`src/rtl/iosys_mem_arbiter.sv`:
```
// iosys_mem_arbiter
//   Shares the single iosys SDRAM port (rv_*) between three masters:
//   m0 firmware flash loader, m1 picorv32 core, m2 savestate/ROM DMA engine.
//   One transaction in flight at a time. The winner's address, write data and
//   strobes are registered at grant time and held until the downstream
//   completes. Fixed priority m0 > m1 > m2. A master that has lost AGE_LIMIT
//   arbitrations in a row is boosted above the fixed order, so none starves.
//
// Parameters
//   AGE_LIMIT       lost arbitrations before a master is boosted (1..15)
//   TIMEOUT_CYCLES  max rv_valid cycles without rv_ready (1..1023)
//
// Ports
//   clk, resetn            sole clock, asynchronous active-low reset
//   ram_busy               SDRAM initialising; no grants while high
//   mN_valid/addr/wdata/wstrb  master request (held until mN_ready), wstrb=0 is a read
//   mN_ready, mN_rdata     one-cycle completion pulse and read data
//   rv_valid/addr/wdata/wstrb  registered downstream request
//   rv_ready, rv_rdata     downstream completion pulse and read data
//   grant                  owner of current/last transaction
//   busy                   high in any state but IDLE
//   timeout_err            one-cycle pulse on an aborted transaction
//
// Build option
//   IOSYS_ARB_TIMEOUT_EN   when defined, a transaction whose rv_ready does not
//                          arrive within TIMEOUT_CYCLES is aborted and completed
//                          with rdata 32'hDEAD_BEEF and a timeout_err pulse.
//                          When undefined, ISSUE waits indefinitely and
//                          timeout_err is tied low.
//
// States
//   state    | meaning
//   ---------+------------------------------------------------------------
//   ST_IDLE  | no transaction; arbitrate and latch the winner's payload
//   ST_ISSUE | rv_valid high, payload stable, waiting for rv_ready
//   ST_ACK   | mN_ready pulse to the owner; no arbitration this cycle

module iosys_mem_arbiter #(
  parameter int unsigned AGE_LIMIT      = 15,
  parameter int unsigned TIMEOUT_CYCLES = 1023
) (
  input  logic        clk,
  input  logic        resetn,
  input  logic        ram_busy,
  input  logic        m0_valid,
  input  logic [22:0] m0_addr,
  input  logic [31:0] m0_wdata,
  input  logic [3:0]  m0_wstrb,
  output logic        m0_ready,
  output logic [31:0] m0_rdata,
  input  logic        m1_valid,
  input  logic [22:0] m1_addr,
  input  logic [31:0] m1_wdata,
  input  logic [3:0]  m1_wstrb,
  output logic        m1_ready,
  output logic [31:0] m1_rdata,
  input  logic        m2_valid,
  input  logic [22:0] m2_addr,
  input  logic [31:0] m2_wdata,
  input  logic [3:0]  m2_wstrb,
  output logic        m2_ready,
  output logic [31:0] m2_rdata,
  output logic        rv_valid,
  output logic [22:0] rv_addr,
  output logic [31:0] rv_wdata,
  output logic [3:0]  rv_wstrb,
  input  logic        rv_ready,
  input  logic [31:0] rv_rdata,
  output logic [1:0]  grant,
  output logic        busy,
  output logic        timeout_err
);

  typedef enum logic [1:0] {
    ST_IDLE  = 2'd0,
    ST_ISSUE = 2'd1,
    ST_ACK   = 2'd2
  } state_t;

  localparam logic [3:0] AGE_MAX = 4'(AGE_LIMIT);

  if (AGE_LIMIT < 1 || AGE_LIMIT > 15 || TIMEOUT_CYCLES < 1 || TIMEOUT_CYCLES > 1023) begin : g_param_check
    $error("iosys_mem_arbiter: AGE_LIMIT must be 1..15 and TIMEOUT_CYCLES 1..1023");
  end

  state_t      state;
  logic [2:0]  req;
  logic [3:0]  age [3];
  logic [2:0]  boosted;
  logic [1:0]  win;
  logic        win_any;
  logic        do_grant;
  logic [22:0] win_addr;
  logic [31:0] win_wdata;
  logic [3:0]  win_wstrb;
  logic [2:0]  ready_q;
  logic [31:0] rdata_q [3];

`ifdef IOSYS_ARB_TIMEOUT_EN
  // Down-counter loaded on grant; terminal count 0 marks the last ISSUE cycle
  localparam logic [9:0] TMO_LOAD = 10'(TIMEOUT_CYCLES - 1);
  logic [9:0] tmo_cnt;
  logic       tmo_err_q;
  assign timeout_err = tmo_err_q;
`else
  assign timeout_err = 1'b0;
`endif

  assign req      = {m2_valid, m1_valid, m0_valid};
  assign win_any  = |req;
  assign do_grant = (state == ST_IDLE) && !ram_busy && win_any;
  assign busy     = (state != ST_IDLE);

  assign boosted = {req[2] && (age[2] == AGE_MAX),
                    req[1] && (age[1] == AGE_MAX),
                    req[0] && (age[0] == AGE_MAX)};

  // A boosted master beats every unboosted one; ties resolve by index
  always_comb begin
    if      (boosted[0]) win = 2'd0;
    else if (boosted[1]) win = 2'd1;
    else if (boosted[2]) win = 2'd2;
    else if (req[0])     win = 2'd0;
    else if (req[1])     win = 2'd1;
    else                 win = 2'd2;
  end

  always_comb begin
    case (win)
      2'd0: begin
        win_addr  = m0_addr;
        win_wdata = m0_wdata;
        win_wstrb = m0_wstrb;
      end
      2'd1: begin
        win_addr  = m1_addr;
        win_wdata = m1_wdata;
        win_wstrb = m1_wstrb;
      end
      default: begin
        win_addr  = m2_addr;
        win_wdata = m2_wdata;
        win_wstrb = m2_wstrb;
      end
    endcase
  end

  assign m0_ready = ready_q[0];
  assign m1_ready = ready_q[1];
  assign m2_ready = ready_q[2];
  assign m0_rdata = rdata_q[0];
  assign m1_rdata = rdata_q[1];
  assign m2_rdata = rdata_q[2];

  always_ff @(posedge clk or negedge resetn) begin
    if (!resetn) begin
      state    <= ST_IDLE;
      rv_valid <= 1'b0;
      rv_addr  <= '0;
      rv_wdata <= '0;
      rv_wstrb <= '0;
      grant    <= 2'd0;
      ready_q  <= '0;
      for (int i = 0; i < 3; i++) begin
        age[i]     <= '0;
        rdata_q[i] <= '0;
      end
`ifdef IOSYS_ARB_TIMEOUT_EN
      tmo_cnt   <= '0;
      tmo_err_q <= 1'b0;
`endif
    end else begin
      ready_q <= '0;
`ifdef IOSYS_ARB_TIMEOUT_EN
      tmo_err_q <= 1'b0;
`endif

      // An idle master forgets its waiting history; only valid losers age
      for (int i = 0; i < 3; i++) begin
        if (!req[i]) begin
          age[i] <= '0;
        end else if (do_grant) begin
          if (2'(i) == win) begin
            age[i] <= '0;
          end else if (age[i] != AGE_MAX) begin
            age[i] <= age[i] + 4'd1;
          end
        end
      end

      case (state)
        ST_IDLE: begin
          if (do_grant) begin
            rv_addr  <= win_addr;
            rv_wdata <= win_wdata;
            rv_wstrb <= win_wstrb;
            grant    <= win;
            rv_valid <= 1'b1;
            state    <= ST_ISSUE;
`ifdef IOSYS_ARB_TIMEOUT_EN
            tmo_cnt  <= TMO_LOAD;
`endif
          end
        end
        ST_ISSUE: begin
          // rv_ready on the expiry cycle still counts as a normal completion
          if (rv_ready) begin
            rdata_q[grant] <= rv_rdata;
            ready_q[grant] <= 1'b1;
            rv_valid       <= 1'b0;
            state          <= ST_ACK;
          end
`ifdef IOSYS_ARB_TIMEOUT_EN
          else if (tmo_cnt == '0) begin
            rdata_q[grant] <= 32'hDEAD_BEEF;
            ready_q[grant] <= 1'b1;
            tmo_err_q      <= 1'b1;
            rv_valid       <= 1'b0;
            state          <= ST_ACK;
          end else begin
            tmo_cnt <= tmo_cnt - 10'd1;
          end
`endif
        end
        ST_ACK: begin
          state <= ST_IDLE;
        end
        default: begin
          state <= ST_IDLE;
        end
      endcase
    end
  end

endmodule

```
`config.mk`:
```
export PLATFORM = sky130hd
export DESIGN_NAME = iosys_mem_arbiter
export DESIGN_NICKNAME = d
export VERILOG_FILES = /design/src/rtl/iosys_mem_arbiter.sv
export SDC_FILE = /design/constraint.sdc
export NUM_CORES = 1
export LEC_CHECK = 0
export ABC_AREA = 1
export CELL_PAD_IN_SITES_DETAIL_PLACEMENT = 0
export CELL_PAD_IN_SITES_GLOBAL_PLACEMENT = 1
export CORE_AREA = 5 5 143 145
export CTS_BUF_LIST = sky130_fd_sc_hd__clkbuf_8
export CTS_CLUSTER_DIAMETER = 60
export DETAILED_ROUTE_END_ITERATION = 12
export DIE_AREA = 0 0 148 150
export DONT_BUFFER_PORTS = 1
export HOLD_SLACK_MARGIN = 0.05
export MAX_ROUTING_LAYER = met4
export PLACE_DENSITY_LB_ADDON = 0.15
export SLEW_MARGIN = 5
export SYNTH_ARGS = -nofsm -noshare
export SYNTH_HDL_FRONTEND = slang
export SYNTH_SLANG_ARGS = --single-unit
```
`constraint.sdc`:
```
create_clock -name clk -period 4.1 [get_ports clk]
set_input_delay 0.82 -clock clk [delete_from_list [all_inputs] [get_ports clk]]
set_output_delay 0.82 -clock clk [all_outputs]
set_load 0.05 [all_outputs]
```
Yosys cells after proc, flatten, opt, wreduce, memory -nomap -nowiden:

Index checks and enable logic that the tools add are counted.
Widths: inputs -> output; s select.

* register bits after elaboration: 175
* word-level logic and storage cells: 92
* output and inout bits: 163
* bits of input ports: 216

* eq/ne operators: 18
* bitwise gates (word level): 1
* order comparisons: 4
* multiplexer cells: 33
* add/subtract/negate cells: 3
* reduce and logical (&&, ||, !) cells: 20

Operator list (number)
* $bwmux 96: 1
* $demux 32 s2: 1
* $pmux 32 s2: 1
* $mux 4: 12
* $pmux 23 s2: 1
* $mux 32: 1
* $mux 2: 7
* $add 4x1->4 const B: 3
* $eq 4x4->1 const B: 3
* $ne 4x4->1 const B: 3
* $reduce_and 2->1: 6
* $ne 3x1->1 const B: 3
* $pmux 4 s2: 1
* $logic_and 1x1->1: 7
* $mux 3: 2
* $ne 2x1->1 const B: 3
* $eq 2x1->1 const B: 2
* $logic_not 2->1: 2
* $ne 2x2->1 const B: 2
* $pmux 2 s2: 1
* $reduce_bool 2->1: 2
* $ge 3x3->1 const B: 1
* $lt 2x3->1 const B: 1
* $lt 3x1->1 const B: 1
* other kinds (10): 12

Logic depth before layout (Yosys ltp):

Gate-level depths: netlist of run 1.

* depth after elaboration: 9
* gate-level depth with buffers: 11
* gate-level depth less buffers: 10

Worst setup path after synthesis of run 1:

Ideal clock, no wire load.

* path kind: input -> register
* from: in m0_valid
* to: reg rv_addr[0]
* setup slack: 2273 ps
* cell stages on the path: 9
* data required time: 3978 ps
* library setup time: 122 ps
* buffers on the path: 2
* arrival: 1706 ps
* cell sequence: nand2_1 -> nor2_4 -> nor2_4 -> buf_4 -> buf_2 -> nand3_1 -> nand2_1 -> nor2_1 -> a21oi_1

* longest elaborated chain between the ends: 6
* elaborated cells on any way between the ends: 11
* those cells by class: eq/ne (1); mux (5); reduce/logical (5)

RTL lines
* start: declaration: line 45 `input logic m0_valid,`
* $mux 2: line 123 `else if (req[0]) win = 2'd0;`
* $mux 2: line 122 `else if (boosted[2]) win = 2'd2;`
* $mux 2: line 121 `else if (boosted[1]) win = 2'd1;`
* $mux 2: line 120 `if (boosted[0]) win = 2'd0;`
* $eq 2x1->1 or $logic_not 2->1 (tied branches): line 129 `case (win)`
* $pmux 23 s2: line 129
* end signal: assignment: line 194 `rv_addr <= win_addr;`
* end: declaration: line 64 `output logic [22:0] rv_addr,`

Parallel ways exist; a longest one is shown, timed or not.
A chain may end at the register's enable or synchronous reset.

Worst setup path after layout of run 1:

* from: reg state[1]
* to: reg rv_wdata[29]

* longest elaborated chain between the ends: 4

RTL lines
* start: declaration: line 86 `state_t state;`
* start signal: assignment: line 157 `state <= ST_IDLE;`
* start signal: assignment: line 199 `state <= ST_ISSUE;`
* start signal: assignment: line 211 `state <= ST_ACK;`
* $logic_not 2->1 *: line 111, 191
* $logic_and 1x1->1 (2 in a row): line 111 `assign do_grant = (state == ST_IDLE) && !ram_busy && win_any;`
* $reduce_and 2->1 (no line) *
* end signal: assignment: line 195 `rv_wdata <= win_wdata;`
* end: declaration: line 65 `output logic [31:0] rv_wdata,`

Every way passes the cells marked *; elsewhere a longest branch is shown, timed or not.

==> results of run 1 <==
[registers in the layout (all words and copies together) (netlist names), 2 cells and up]
register	flops
grant	2
m1_rdata	32
rv_wstrb	4
m0_rdata	32
state	2
m2_rdata	32
rv_addr	23
rv_wdata	32
ready_q	3
age	12
[layout by cell type, fill, tap and decap left out, types with 4 or more instances in the layout]
master,count
o21ai_0,18
clkinv_8,4
nand2_1,240
or2_1,14
nand3_1,123
a22oi_1,20
buf_4,11
inv_2,5
xor2_1,4
inv_1,84
dfrtp_1,175
nor2_1,118
clkbuf_8,17
o21ai_1,9
a21oi_1,62
nor2_4,4
mux2_2,26
nand2_2,5
[worst reg2reg max path, stage by stage, from the launching register on]
cell and delay (ns):
dfrtp_1 0.40, inv_1 0.06, nand2_1 0.33, nor2_2 0.30, nand2_2 0.09, clkinv_2 0.30, buf_4 0.48, nand2_1 0.13
nor2_1 0.21, a21oi_1 0.09
[per-stage QoR]
stage | util [%] | cells | instance area (sq um) | total power [W]
detailed placement | 43.7 | 1176 | 8340 | 0.00691
CTS | 45.8 | 1208 | 8740 | 0.00811
floorplan | - | 985 | 8300 | 0.00644
finish | 45.9 | 1211 | 8750 | 0.00802
global route | 45.9 | 1211 | 8750 | 0.00843
global placement | 43.7 | 1176 | 8340 | 0.00687
[layer usage]
layer	track usage (%)	wire length, um	vias to the layer above
li1	-	-	3075
met4	6.65	512	0
met3	9.18	2550	38
met1	26.1	9650	3008
met2	35.3	12000	266
met5	-	0	-
[what timing repair did]
item                                    4_1_cts  5_1_grt
endpoints found under the hold margin       175      175
buffers inserted                              0        0
endpoints found under the setup margin        0        0
[worst paths after layout]
check                                     startpoint                        to  slack, ns  cells past startpoint
worst max-delay path            state[1]$_DFFE_PN0P_  rv_wdata[29]$_DFFE_PN0P_       1.59                      9
worst min-delay path                          resetn  m2_rdata[18]$_DFFE_PN0P_       0.04                      0
worst max register to register  state[1]$_DFFE_PN0P_  rv_wdata[29]$_DFFE_PN0P_       1.59                      9
worst min register to register  state[1]$_DFFE_PN0P_      state[0]$_DFFE_PN0P_       0.49                      1
max in group asynchronous                     resetn        age[4]$_DFFE_PN0P_       3.81                      0
min in group clk                            rv_ready      state[0]$_DFFE_PN0P_       0.45                      1
[power groups by stage]
stage               registers (W)  logic (W)  clock network, W
finish                    0.00570    0.00112           0.00120
global route              0.00579    0.00131           0.00132
CTS                       0.00573    0.00114           0.00124
detailed placement        0.00576    0.00114                 0
global placement          0.00577    0.00111                 0
floorplan                 0.00546   0.000975                 0
[area by class of cell]
| type | count | area share [%] |
|---|---|---|
| diodes | 3 | 0.0858 |
| clock buffers | 17 | 2.67 |
| clock inverters | 15 | 1.96 |
| inverters | 90 | 3.87 |
| multi-input cells | 662 | 37.0 |
| flip-flops and latches | 175 | 50.0 |
| well taps | 238 | 3.40 |
| repair buffers | 11 | 0.944 |
[cells by family after synthesis]
kind of cell	count (synthesis)	synth area share (%)
DFF	175	52.8
muxes	27	3.65
other	1	0.0452
xor gates and xnor gates	5	0.527
adders and majority gates	3	0.452
AOI/OAI and AO/OA	116	7.94
buffers and inverters	148	8.38
and+or+nand+nor	510	26.3
==> impl_metrics.toml, run 1 <==
[status]
outcome = "complete, no violations"

[power_and_ir_drop]
peakVddDrop_mv = 0.298
power_switching_w = 0.00463
p_leak_nw = 4.30
power.share.clock_pct = 14.9
internal-power_w = 0.00338
power_density_mw_per_mm2 = 916
power_frac_comb_pct = 14.0
p_sw_share_pct = 57.8
power_frac_seq_pct = 71.1

[clock_tree]
cts-buffers-inserted = 17
cts_num_sinks = 175
clk_latency_ns = 0.46
clkTransAtPathRegs_ns = 0.10
htree_levels = 4
cts_resized = 0
root_buffer = "clkbuf_8"
cts_buffer_depth = 2
cts_tree = "yes"

[cells_and_area]
syn2layout_area_growth_pct = 5.41
multi_input_area_sq_mm = 0.00324
fillCellCount = 1908
drive_gt1_share_pct = 9.59
fin_nets = 1176
regArea_sq_mm = 0.00438

[global_route]
grt_max_degree = 176
grt_pass1_wl_um = 37200
antenna_found_initial = 3
overflow = 0
grt_pass1_vias = 6192
grtUsageTotal_pct = 22.2

[yosys]
synthesis.area_sq_mm = 0.00830
synth_nets = 1204
syn_avg_cell_area_sq_um = 8.43
synth_common_cells = "nand2_1 (240), dfrtp_1 (175), nand3_1 (123)"
ys_ff_latch = 175
ys_seq_area_share_pct = 52.8
ys_warn_count = 0
postSynth.asyncResetShare_pct = 100
synth-main-ff-cell = "dfrtp_1"
synthCells = 985
synth_area_leaders = "dfrtp_1 (53%), nand2_1 (11%), nand3_1 (7.4%), nor2_1 (5.3%), inv_1 (3.8%)"
synthDistinctLibCells = 34
synth_top_area_share_pct = 52.8
synth_edf_count = 0
synth_top_area_cell = "dfrtp_1"
yosysMostFrequentCell = "nand2_1"

[floorplanning]
num_rows = 51
die_height_um = 150
num_io_pins = 379
start_util_pct = 43.5
dieArea_sq_mm = 0.0222
core-area_sq_mm = 0.0191
die_x_um = 148

[setup_path]
crit_top_cell = "nand2_1"
cpMaxStageDelayCell = "buf_4"
crit_family = "simple AND/OR/NAND/NOR gates"
cp.arrival_ns = 2.84
cp_max_fo = 44
cp-start-kind = "flip-flop"
cp.buffers_inverters = 3
critical_path.endpoint_type = "flip-flop"
critPathKind = "reg2reg"
critPathRequiredTime_ns = 4.44
critical_path.max_stage_delay_ns = 0.47
path_cells = "inv_1, nand2_1, nor2_2, nand2_2, clkinv_2, buf_4, nand2_1, nor2_1, a21oi_1"

[timing]
hold_ws_ns = 0.0443
rsz0062_at_grt = "no"
period_share_pct = 61.1
finalClockSkew_ns = 0.0162
fmax_mhz = 399
slew_headroom_pct = 34.9
final_hold_viol_count = 0
final.min_clock_period_ns = 2.51
drv_slew = 0
worst_pin_slew_ns = 0.977
fin_setup_tns_ns = 0
fin_ws_ns = 1.59
setup_viol = 0

[route]
drt-total-wl_um = 24700
wl_per_cell_um = 20.4
viasPerCell = 5.27
num_vias = 6387
ant_nets = 0
drc = 0
drt_iter0_drc = 290
dr.pass1.iters = 4

[placed_design]
dpl_worst_slack_ns = 1.55
gp_congestion = 0.884
io_buffers = 0
hpwl_um = 17800

[flow_run]
max-cap-violations = 0

[hold_path]
hp-class = "in2async"
Note: power is estimated with default switching activity, not from simulation.
==> run 2: changes to the inputs <==
ABC_AREA = 0   (was 1)
CORE_AREA = 5 5 146 148   (was 5 5 143 145)
DIE_AREA = 0 0 151 153   (was 0 0 148 150)
clock period = 2.3 ns   (was 4.1 ns; I/O delays follow)
==> run 2 against run 1 <==
  * The flow now finishes with violations (hold timing)
  * Total power increased by 78%
  * Worst setup slack lost 1.4 ns
  * Maximum frequency rose by 18%
  * Sequential cell count stayed put
  * Via count down 7.4%
  * Largest power group unchanged
==> impl_metrics.toml, run 2 <==
[timing]
hold_ws_ns = -0.313
period_share_pct = 92.1
worst_pin_slew_ns = 0.570
finalClockSkew_ns = 0.0216
fin_setup_tns_ns = 0
final_hold_viol_count = 175
rsz0062_at_grt = "no"
drv_slew = 0
fin_ws_ns = 0.181
final.min_clock_period_ns = 2.12
slew_headroom_pct = 62.0
setup_viol = 0
fmax_mhz = 472

[power_and_ir_drop]
peakVddDrop_mv = 0.372
finalPower_w = 0.0143
internal-power_w = 0.00625
p_sw_share_pct = 56.2
power_switching_w = 0.00801
power_frac_comb_pct = 14.3
power_density_mw_per_mm2 = 1650
power.share.clock_pct = 14.4
p_leak_nw = 3.49
power_frac_seq_pct = 71.3

[global_route]
overflow = 0
grt_pass1_wl_um = 37200
grt_max_degree = 176
antenna_found_initial = 0
grtUsageTotal_pct = 21.3
grt_pass1_vias = 6195

[yosys]
synth_edf_count = 0
postSynth.asyncResetShare_pct = 100
syn_avg_cell_area_sq_um = 11.1
synth_area_leaders = "dfrtp_1 (55%), mux2_2 (13%), o211ai_1 (5.6%), a31oi_1 (4.8%), nand3_1 (3.9%)"
synthDistinctLibCells = 42
synthCells = 720
synth_nets = 939
ys_ff_latch = 175
ys_warn_count = 0
yosysMostFrequentCell = "dfrtp_1"
synthesis.area_sq_mm = 0.00802
ys_seq_area_share_pct = 54.6
synth_top_area_cell = "dfrtp_1"
synth_common_cells = "dfrtp_1 (175), mux2_2 (96), nor2_1 (65)"
synth-main-ff-cell = "dfrtp_1"
synth_top_area_share_pct = 54.6

[status]
violations = "hold timing"
outcome = "complete, but fails checks"

[setup_path]
cp-start-kind = "flip-flop"
crit_family = "compound AO/OA/AOI/OAI gates"
timing.rr.end = "rv_wdata[27]$_DFFE_PN0P_"
rr_startpoint = "age[0]$_DFFE_PN0P_"
cp_max_fo = 26
critical_path.max_stage_delay_ns = 0.43
r2r_cells = 6
crit_top_cell = "o211ai_1"
cp.arrival_ns = 2.49
critical_path.endpoint_type = "flip-flop"
critPathRequiredTime_ns = 2.67
path_cells = "ha_1, and4_4, o211ai_1, buf_4, o211ai_1, a31oi_1"
critPathKind = "reg2reg"
cpMaxStageDelayCell = "dfrtp_1"
cp.depth = 6
ff2ff_setup_slack_ns = 0.18
cp.buffers_inverters = 1

[floorplanning]
dieArea_sq_mm = 0.0231
die_height_um = 153
num_rows = 52
num_io_pins = 379
start_util_pct = 40.3
core-area_sq_mm = 0.0199
die_x_um = 151

[cells_and_area]
final_cell_mix = "dfrtp_1 (175), mux2_2 (96), nor2_1 (65)"
antenna-diode-count = 0
final_cell_area_sq_mm = 0.00864
fin_nets = 914
final_common_cell = "dfrtp_1"
drive_gt1_share_pct = 23.5
syn2layout_area_growth_pct = 7.72

[placed_design]
hpwl_um = 17500
io_buffers = 0
gp_congestion = 0.830
place_area_sq_mm = 0.00826
dpl_worst_slack_ns = 0.154

[route]
ant_nets = 0
drt_iter0_drc = 456
dr.pass1.iters = 4
wl_per_cell_um = 25.1
viasPerCell = 6.05
drc = 0
drt-total-wl_um = 24600
num_vias = 5913

[clock_tree]
cts-buffers-inserted = 17
clkTransAtPathRegs_ns = 0.10
cts_tree = "yes"
cts_buffer_depth = 2
clk_latency_ns = 0.46
root_buffer = "clkbuf_8"
htree_levels = 4
cts_num_sinks = 175

[hold_path]
hp-class = "in2async"

[flow_run]
max-cap-violations = 0
## run 2: metrics by stage
stage | std cells | hold WS (ns) | utilization, %
global placement | 946 | 0.169 | 41.5
global route | 977 | -0.363 | 43.4
CTS | 977 | -0.352 | 43.4
detailed placement | 946 | 0.169 | 41.5
finish | 977 | -0.313 | 43.4
floorplan | 720 | 0.164 | -
## run 2: metal layers
layer	up-vias	share of wire, %	track usage (%)
li1	2603	-	-
met1	2921	38	24.8
met2	349	49	34.4
met3	40	11	6.78
met4	0	2.9	7.64
met5	-	0	-
## run 2: cells by family (layout without fill, tap and decap cells)
group	Yosys count	in the layout	synth area share, %
AOI/OAI and AO/OA	208	208	16.6
DFF	175	175	54.6
and+or+nand+nor	164	164	9.88
muxes	97	97	13.6
buffers and inverters	71	58	4.65
adders and majority gates	3	3	0.468
other	1	1	0.0468
xor gates and xnor gates	1	1	0.109
## run 2: worst max-delay path by stage
stage	start	end
2_1_floorplan	age[0]$_DFFE_PN0P_	age[0]$_DFFE_PN0P_
3_3_place_gp	age[0]$_DFFE_PN0P_	rv_wdata[8]$_DFFE_PN0P_
3_5_place_dp	age[0]$_DFFE_PN0P_	rv_wdata[27]$_DFFE_PN0P_
4_1_cts	age[0]$_DFFE_PN0P_	rv_wdata[27]$_DFFE_PN0P_
5_1_grt	age[0]$_DFFE_PN0P_	rv_wdata[9]$_DFFE_PN0P_
6_report	age[0]$_DFFE_PN0P_	rv_wdata[27]$_DFFE_PN0P_
## run 2: power by group through the flow
stage | clock (W) | combinational [W] | sequential [W]
finish | 0.00205 | 0.00204 | 0.0102
global route | 0.00223 | 0.00229 | 0.0104
CTS | 0.00213 | 0.00207 | 0.0102
detailed placement | 0 | 0.00208 | 0.0103
global placement | 0 | 0.00198 | 0.0103
floorplan | 0 | 0.00172 | 0.00980
## run 2: final cells by class
| cell class | instances | area, sq um |
|---|---|---|
| clock buffers | 17 | 234 |
| multi-input cells | 474 | 3290 |
| repair buffers | 23 | 235 |
| flip-flops and latches | 175 | 4380 |
| well taps | 270 | 338 |
| inverters | 4 | 15.0 |
| fillers | 1912 | 11300 |
| clock inverters | 14 | 145 |
## run 2: what timing repair did
item | in CTS | in global routing
hold endpoints to repair | 175 | 175
gates resized for setup | 0 | 0
setup buffers | 0 | 0
